--- config.mk ---
export PLATFORM = sky130hd
export DESIGN_NAME = mux_scan_ctrl
export DESIGN_NICKNAME = d
export VERILOG_FILES = /design/src/rtl/mux_scan_ctrl.sv
export SDC_FILE = /design/constraint.sdc
export NUM_CORES = 1
export LEC_CHECK = 0
export ABC_CLOCK_PERIOD_IN_PS = 2000
export CORE_MARGIN = 8
export CORE_UTILIZATION = 55
export DETAILED_ROUTE_END_ITERATION = 6
export DONT_BUFFER_PORTS = 1
export PLACE_DENSITY_LB_ADDON = 0.2
export SETUP_SLACK_MARGIN = 0.1
export SLEW_MARGIN = 20
export SYNTH_ARGS = -nofsm -noshare
export SYNTH_HDL_FRONTEND = slang
export SYNTH_SLANG_ARGS = --single-unit
--- constraint.sdc ---
create_clock -name clk -period 2 [get_ports clk]
set_input_delay 0.1 -clock clk [delete_from_list [all_inputs] [get_ports clk]]
set_output_delay 0.1 -clock clk [all_outputs]
set_load 0.03 [all_outputs]
--- src/rtl/mux_scan_ctrl.sv ---
// Scan controller for an external 8:1 mux: visits enabled channels in
// ascending order, settles, samples mux_out and publishes the byte.
module mux_scan_ctrl #(
  parameter int unsigned SETTLE = 1
) (
  input  logic       clk,
  input  logic       rst_n,
  input  logic       start,
  input  logic       abort,
  input  logic [7:0] mask,
  input  logic       mux_out,
  output logic [2:0] sel,
  output logic       busy,
  output logic       done,
  output logic [7:0] data
);

  typedef enum logic [1:0] {
    IDLE,
    SCAN,
    DONE
  } state_t;

  localparam logic [3:0] SETTLE_C = 4'(SETTLE);

  state_t     state_q, state_d;
  logic [2:0] ch_q, ch_d;
  logic [2:0] sel_q, sel_d;
  logic [3:0] cnt_q, cnt_d;
  logic [7:0] mask_q, mask_d;
  logic [7:0] shadow_q, shadow_d;
  logic [7:0] data_q, data_d;

  logic [2:0] first_ch;
  logic [2:0] next_ch;
  logic       next_found;
  logic [7:0] sampled;

  // Lowest set bit of the incoming mask
  always_comb begin
    first_ch = 3'd0;
    for (int i = 7; i >= 0; i--) begin
      if (mask[i]) first_ch = 3'(i);
    end
  end

  // Lowest enabled channel strictly above the current one
  always_comb begin
    next_ch    = 3'd0;
    next_found = 1'b0;
    for (int i = 7; i >= 0; i--) begin
      if (mask_q[i] && (4'(i) > {1'b0, ch_q})) begin
        next_ch    = 3'(i);
        next_found = 1'b1;
      end
    end
  end

  assign sampled = shadow_q | (8'(mux_out) << ch_q);

  always_comb begin
    state_d  = state_q;
    ch_d     = ch_q;
    sel_d    = sel_q;
    cnt_d    = cnt_q;
    mask_d   = mask_q;
    shadow_d = shadow_q;
    data_d   = data_q;
    unique case (state_q)
      IDLE: begin
        sel_d = 3'd0;
        if (start) begin
          if (mask != 8'h00) begin
            mask_d   = mask;
            shadow_d = 8'h00;
            ch_d     = first_ch;
            sel_d    = first_ch;
            cnt_d    = SETTLE_C;
            state_d  = SCAN;
          end else begin
            data_d  = 8'h00;
            state_d = DONE;
          end
        end
      end
      SCAN: begin
        if (abort) begin
          sel_d   = 3'd0;
          state_d = IDLE;
        end else if (cnt_q != 4'd0) begin
          cnt_d = cnt_q - 4'd1;
        end else begin
          shadow_d = sampled;
          if (next_found) begin
            ch_d  = next_ch;
            sel_d = next_ch;
            cnt_d = SETTLE_C;
          end else begin
            data_d  = sampled;
            sel_d   = 3'd0;
            state_d = DONE;
          end
        end
      end
      DONE: begin
        sel_d   = 3'd0;
        state_d = IDLE;
      end
      default: begin
        sel_d   = 3'd0;
        state_d = IDLE;
      end
    endcase
  end

  always_ff @(posedge clk or negedge rst_n) begin
    if (!rst_n) begin
      state_q  <= IDLE;
      ch_q     <= 3'd0;
      sel_q    <= 3'd0;
      cnt_q    <= 4'd0;
      mask_q   <= 8'h00;
      shadow_q <= 8'h00;
      data_q   <= 8'h00;
    end else begin
      state_q  <= state_d;
      ch_q     <= ch_d;
      sel_q    <= sel_d;
      cnt_q    <= cnt_d;
      mask_q   <= mask_d;
      shadow_q <= shadow_d;
      data_q   <= data_d;
    end
  end

  assign sel  = sel_q;
  assign busy = (state_q == SCAN);
  assign done = (state_q == DONE);
  assign data = data_q;

endmodule
==> impl_metrics.csv, run 1 <==
group,metric,value,unit
worst_hold_path,min_path_cells,2,
die,initial_utilization,57.4,%
global_routing,grt_start_max_net_pins,36,
yosys,ys_seq_area_share,45.7,%
die,rows,21,
final_layout,diodes,0,
power,peakVddDrop,0.624,mV
routing,drc,0,
setup_path,r2r_slack,0.16,ns
clock_network,cts_root_buf,"clkbuf_4",
yosys,ys_types,50,
global_routing,grt_first_pass_wirelength,7.61,mm
global_routing,grt_usage,17.8,%
clock_network,clkTransAtPathRegs,0.12,ns
place,postPlaceCellArea,1980,sq um
setup_path,cp.arrival,2.09,ns
timing,finalSetupTns,0,ns
setup_path,end_kind,"flip-flop",
place,hpwl,3.34,mm
timing,worstMarginPinSlew,0.588,ns
yosys,synth_nets,209,
yosys,synth-seq-cells,35,
final_layout,drive_gt1_share,20.4,%
place,dp.cells,239,
yosys,synthArstFlopShare,100,%
die,dieArea,5630,sq um
power,p_leak,0.960,nW
routing,drt_iter0_drc,120,
die,io_pins,26,
global_routing,grt_pass1_vias,1561,
final_layout,fin_util,65.4,%
clock_network,clk_latency,0.34,ns
flow_run,drv_cap,0,
place,dp_slack,0.146,ns
worst_hold_path,hp-start,"mask[1]",
power,power.density,1280,nW/um^2
timing,timing.final.crit_share,92.0,%
clock_network,cts_tree,"built",
routing,wl_per_cell,18.1,microns
routing,drt_pass1_iterations,4,
global_routing,antenna_found_initial,0,
timing,skew,0.00448,ns
clock_network,clock_sinks,35,
clock_network,cts-buffers-inserted,5,
final_layout,fin_nets,225,
worst_hold_path,hold_path_end,"sel[0]$_DFFE_PN0P_",
clock_network,clockBufferDepth,2,
global_routing,overflow,0,
timing,final.setup.worst_slack,0.160,ns
timing,drv_slew,0,
setup_path,r2r_start,"ch_q[1]$_DFFE_PN0P_",
setup_path,critical_path_class,"reg -> reg",
setup_path,cp_max_fo,9,
die,die_x,75.0,microns
status,outcome,"finished clean",
place,port_buffers,0,
setup_path,worstPathRequired,2.25,ns
final_layout,nFillCells,299,
yosys,synth_warnings,0,
yosys,synth_edf_count,0,
timing,rsz0062_at_grt,"false",
worst_hold_path,hp-class,"in -> reg",
routing,vias,1540,
place,place_congestion,0.830,
yosys,synthFlopType,"dfrtp_1",
timing,slew_headroom,60.7,%
final_layout,final_area,2180,sq um
routing,avgViaCountPerCell,5.99,
timing,min_period,1.84,ns
clock_network,cts_max_level,2,
setup_path,rr_endpoint,"ch_q[2]$_DFFE_PN0P_",
final_layout,area_growth,13.8,%
timing,setup_viol,0,
setup_path,critPathLaunchType,"flip-flop",
final_layout,layout.cells.non_filler,257,
setup_path,reg2regPathDepth,5,
routing,drt-total-wl,4.66,mm
timing,finalHoldViolations,0,
routing,ant_nets,0,
yosys,avgSynthCellArea,9.87,sq um
yosys,syn-cell-area,1920,sq um
die,core,3340,sq um
timing,max_clock_freq,0.543,GHz
die,die_h,75.0,microns
yosys,syn_inst,194,
## registers in the layout (all words and copies together), names as in the netlist
name	flops
ch_q	3
data	8
state_q	2
sel	3
mask_q	7
shadow_q	8
cnt_q	4
## cell usage after synthesis (6+ instances only)
cell type	number	area share (%)
mux2_2	7	4.1
dfrtp_1	35	46
o2bb2ai_1	8	3.7
a21o_1	6	2.4
nor2_1	8	1.6
nor2b_1	9	2.9
inv_1	10	2.0
o21ai_0	21	5.5
nand2_1	16	3.1
a21oi_1	7	1.8
## cells by family after synthesis
| family | count (synthesis) | synth area share, % |
|---|---|---|
| adders and majority gates | 2 | 1.31 |
| buffers and inverters | 20 | 5.09 |
| and+or+nand+nor | 65 | 20.1 |
| muxes | 8 | 4.64 |
| AOI/OAI and AO/OA | 63 | 22.7 |
| xor gates and xnor gates | 1 | 0.457 |
| DFF | 35 | 45.7 |
## worst max-delay path: stages (launching register included)
cell and delay [ns]:
dfrtp_2 0.48, or3b_1 0.41, nand4_1 0.12, and4bb_2 0.30, or2_1 0.25, a21o_1 0.18
## cell usage in the layout (no fill, tap or decap), drive strengths merged, types with 3 or more instances in the layout
cell	Yosys	layout
a21o	6	6
a21oi	8	8
a22o	3	3
a41oi	3	3
buf	4	10
clkbuf	6	6
dfrtp	35	35
dlygate4sd3	0	8
inv	10	10
mux2	7	7
nand2	16	16
nand2b	4	4
nor2	8	8
nor2b	9	9
nor3	4	4
nor3b	5	5
o21ai	22	22
o21bai	4	4
o2bb2ai	8	8
or2b	3	3
## per-layer routing
layer | routed length (microns) | GRT usage [%] | up-vias
met1 | 2010 | 22.1 | 766
li1 | - | - | 730
met5 | 0 | 0 | -
met3 | 306 | 5.06 | 4
met4 | 34 | 5.43 | 0
met2 | 2310 | 29.1 | 40
## power by group
| group | total (W) | switching (W) | internal, W |
|---|---|---|---|
| registers | 0.00114 | 0.000227 | 0.000909 |
| clock network | 0.000433 | 0.000260 | 0.000173 |
| logic | 0.00122 | 0.000670 | 0.000555 |
## worst max path at each step
| stage | start | to | slack, ns | cells past startpoint |
|---|---|---|---|---|
| floorplan | cnt_q[0]$_DFFE_PN0P_ | data[7]$_DFFE_PN0P_ | 0.15 | 8 |
| global placement | state_q[0]$_DFFE_PN0P_ | sel[1]$_DFFE_PN0P_ | 0.14 | 6 |
| detailed placement | cnt_q[0]$_DFFE_PN0P_ | ch_q[2]$_DFFE_PN0P_ | 0.15 | 8 |
| CTS | cnt_q[0]$_DFFE_PN0P_ | ch_q[2]$_DFFE_PN0P_ | 0.13 | 8 |
| global route | ch_q[1]$_DFFE_PN0P_ | ch_q[2]$_DFFE_PN0P_ | 0.1 | 5 |
| finish | ch_q[1]$_DFFE_PN0P_ | ch_q[2]$_DFFE_PN0P_ | 0.16 | 5 |
## repair_timing
action                                  4_1_cts  5_1_grt
hold buffers                                  9        0
gates resized for setup                       0       10
endpoints found under the hold margin        42        0
buffers inserted                              0        0
endpoints found under the setup margin        0       15
## stage by stage
step,hold WS (ns),power (W)
global route,0.0171,0.00299
global placement,-0.195,0.00225
floorplan,-0.196,0.00197
CTS,0.0143,0.00274
detailed placement,-0.194,0.00227
finish,0.0200,0.00279
## final cells by class
type	instances	area [sq um]	area share, %
Clock inverter	2	16.3	0.746
Tap cell	46	57.6	2.64
Multi-Input combinational cell	139	958	43.9
Timing Repair Buffer	19	183	8.38
Sequential cell	35	877	40.2
Inverter	10	37.5	1.72
Clock buffer	6	51.3	2.35
(Power assumes the default switching activity.)
==> run 2: changes to the inputs <==
--- a/config.mk
+++ b/config.mk
@@ -5,7 +5,7 @@
 export SDC_FILE = /design/constraint.sdc
 export NUM_CORES = 1
 export LEC_CHECK = 0
-export ABC_CLOCK_PERIOD_IN_PS = 2000
+export ABC_CLOCK_PERIOD_IN_PS = 1900
 export CORE_MARGIN = 8
 export CORE_UTILIZATION = 55
 export DETAILED_ROUTE_END_ITERATION = 6
==> constraint.sdc (replaced) <==
create_clock -name clk -period 1.9 [get_ports clk]
set_input_delay 0.095 -clock clk [delete_from_list [all_inputs] [get_ports clk]]
set_output_delay 0.095 -clock clk [all_outputs]
set_load 0.03 [all_outputs]
==> run 2 against run 1 <==
Effect of this change:
- register-to-register slack worse by 0.07 ns
- routed wire length down 4.1%
- power up 6.8%
- sequential power up 4%
- via count unchanged
- sequential cell count unchanged
- utilization up 2.1 points
- global-route usage down 0.33 points
- die area unchanged
- clock power down 9.9%
- clock-buffer cell count unchanged
- sequential share of layout area down 1.2 points
- critical endpoint is now cnt_q[1]$_DFFE_PN0P_
- largest cell class unchanged
==> impl_metrics.csv, run 2 (synthesized netlist as in run 1, its figures left out) <==
group,metric,value,unit
status,outcome,"finished clean",
timing,timing.final.crit_share,95.4,%
setup_path,cp_slowest_cell,"dfrtp_2",
routing,drt_pass1_iterations,4,
clock_network,cts_root_buf,"clkbuf_4",
routing,wl_per_cell,16.7,microns
global_routing,antenna_found_initial,0,
setup_path,cp-endpoint,"cnt_q[1]$_DFFE_PN0P_",
timing,finalSetupTns,0,ns
clock_network,clockBufferDepth,2,
place,port_buffers,0,
global_routing,grt_pass1_vias,1623,
setup_path,critical_path_class,"reg -> reg",
final_layout,nFillCells,285,
global_routing,grt_start_max_net_pins,36,
worst_hold_path,hp-class,"in -> reg",
timing,slew_headroom,61.4,%
place,postPlaceCellArea,2010,sq um
global_routing,grt_usage,17.5,%
power,share_seq_of_total_power,39.6,%
final_layout,final_area,2250,sq um
global_routing,overflow,0,
power,p_leak,1.00,nW
setup_path,crit_start,"ch_q[1]$_DFFE_PN0P_",
final_layout,layout_common_cells,"dfrtp_1 (33), buf_4 (18), nand2_1 (16), o21ai_0 (16)",
die,rows,21,
final_layout,final_common_cell,"dfrtp_1",
place,place_congestion,0.890,
setup_path,cp_max_fo,6,
setup_path,cpPeakStageDelay,0.46,ns
setup_path,critPathLaunchType,"flip-flop",
clock_network,clkTransAtPathRegs,0.11,ns
final_layout,diodes,0,
die,dieArea,5630,sq um
setup_path,crit_path_cell_trace,"or3b_4 -> nand4_1 -> and4bb_2 -> a21bo_2 -> a22o_1",
routing,wl_met3,312,microns
routing,routed.top_layer,"met4",
setup_path,r2r_start,"ch_q[1]$_DFFE_PN0P_",
clock_network,cts_tree,"built",
power,p_switching,0.00119,W
power,p_int,0.00179,W
timing,min_period,1.81,ns
routing,drt-total-wl,4.47,mm
timing,setup_viol,0,
timing,skew,0.0106,ns
die,die_x,75.0,microns
setup_path,reg2regPathDepth,5,
clock_network,clk_latency,0.34,ns
place,hpwl,3.26,mm
place,dp.cells,242,
final_layout,fin_util,67.4,%
die,die_h,75.0,microns
final_layout,layout.cells.non_filler,267,
power,netSwitchingFraction,40.0,%
setup_path,end_kind,"flip-flop",
final_layout,fin_nets,235,
power,power.density,1330,nW/um^2
setup_path,worstPathRequired,2.12,ns
routing,avgViaCountPerCell,5.77,
timing,worstMarginPinSlew,0.578,ns
power,clockPowerShare,13.1,%
routing,vias,1540,
flow_run,drv_cap,0,
routing,met1_length,1.86,mm
timing,drv_slew,0,
setup_path,r2r_slack,0.09,ns
final_layout,drive_gt1_share,23.5,%
timing,max_clock_freq,0.552,GHz
clock_network,cts-buffers-inserted,5,
routing,ant_nets,0,
routing,drt_iter0_drc,105,
clock_network,clock_sinks,35,
final_layout,area_growth,17.4,%
die,core,3340,sq um
die,initial_utilization,57.4,%
die,io_pins,26,
timing,finalHoldViolations,0,
setup_path,rr_endpoint,"cnt_q[1]$_DFFE_PN0P_",
global_routing,grt_first_pass_wirelength,7.42,mm
clock_network,cts_max_level,2,
timing,rsz0062_at_grt,"true",
routing,drc,0,
power,peakVddDrop,0.593,mV
setup_path,cp.arrival,2.04,ns
routing,wl_met2,2.20,mm
power,power_frac_comb,47.4,%
[run 2: how the worst min path moves through the flow]
stage	from	endpoint	slack [ns]	cells after the start
finish	mask[2]	sel[0]$_DFFE_PN0P_	0.09	3
global route	mask[2]	ch_q[0]$_DFFE_PN0P_	0.11	3
CTS	mask[2]	ch_q[0]$_DFFE_PN0P_	0.07	3
detailed placement	rst_n	cnt_q[2]$_DFFE_PN0P_	-0.20	0
global placement	rst_n	cnt_q[2]$_DFFE_PN0P_	-0.20	0
floorplan	rst_n	ch_q[0]$_DFFE_PN0P_	-0.20	0
[run 2: metal layers]
layer	global-route usage, %	up-vias
li1	-	750
met1	18.9	740
met2	30.2	40
met3	5.06	10
met4	8.91	0
met5	0	-
[run 2: metrics by stage]
stage	hold slack (ns)	power, W	setup slack, ns
2_1_floorplan	-0.201	0.00208	0.139
6_report	0.0850	0.00298	0.0875
5_1_grt	0.108	0.00321	0.0345
3_3_place_gp	-0.199	0.00239	0.0273
4_1_cts	0.0675	0.00293	0.0987
3_5_place_dp	-0.199	0.00242	0.0358
[run 2: critical path, delay by kind of cell (launching register included)]
family,cells,cell delay (ns)
DFF,1,0.46
and+or+nand+nor,3,0.82
AOI/OAI and AO/OA,2,0.42
[run 2: final cells by class]
type	count	area, sq um	share of cell area (%)
Sequential cell	35	878	39.0
Clock buffer	6	41.3	1.84
Tap cell	46	57.6	2.56
Inverter	10	37.5	1.67
Timing Repair Buffer	29	256	11.4
Multi-Input combinational cell	139	966	42.9
Clock inverter	2	12.5	0.556
[run 2: what timing repair did]
item | CTS | global route
setup endpoints to repair | 13 | 22
resized for setup | 7 | 8
pin swaps | 4 | 3
endpoints found under the hold margin | 44 | 0
setup buffers | 4 | 3
hold buffers | 10 | 0
[run 2: power groups by stage]
stage,registers [W],clock network [W],logic [W]
after floorplan,0.00114,0,0.000939
after global placement,0.00119,0,0.00120
after detailed placement,0.00120,0,0.00123
after CTS,0.00118,0.000407,0.00134
after global routing,0.00122,0.000436,0.00156
final,0.00118,0.000390,0.00141
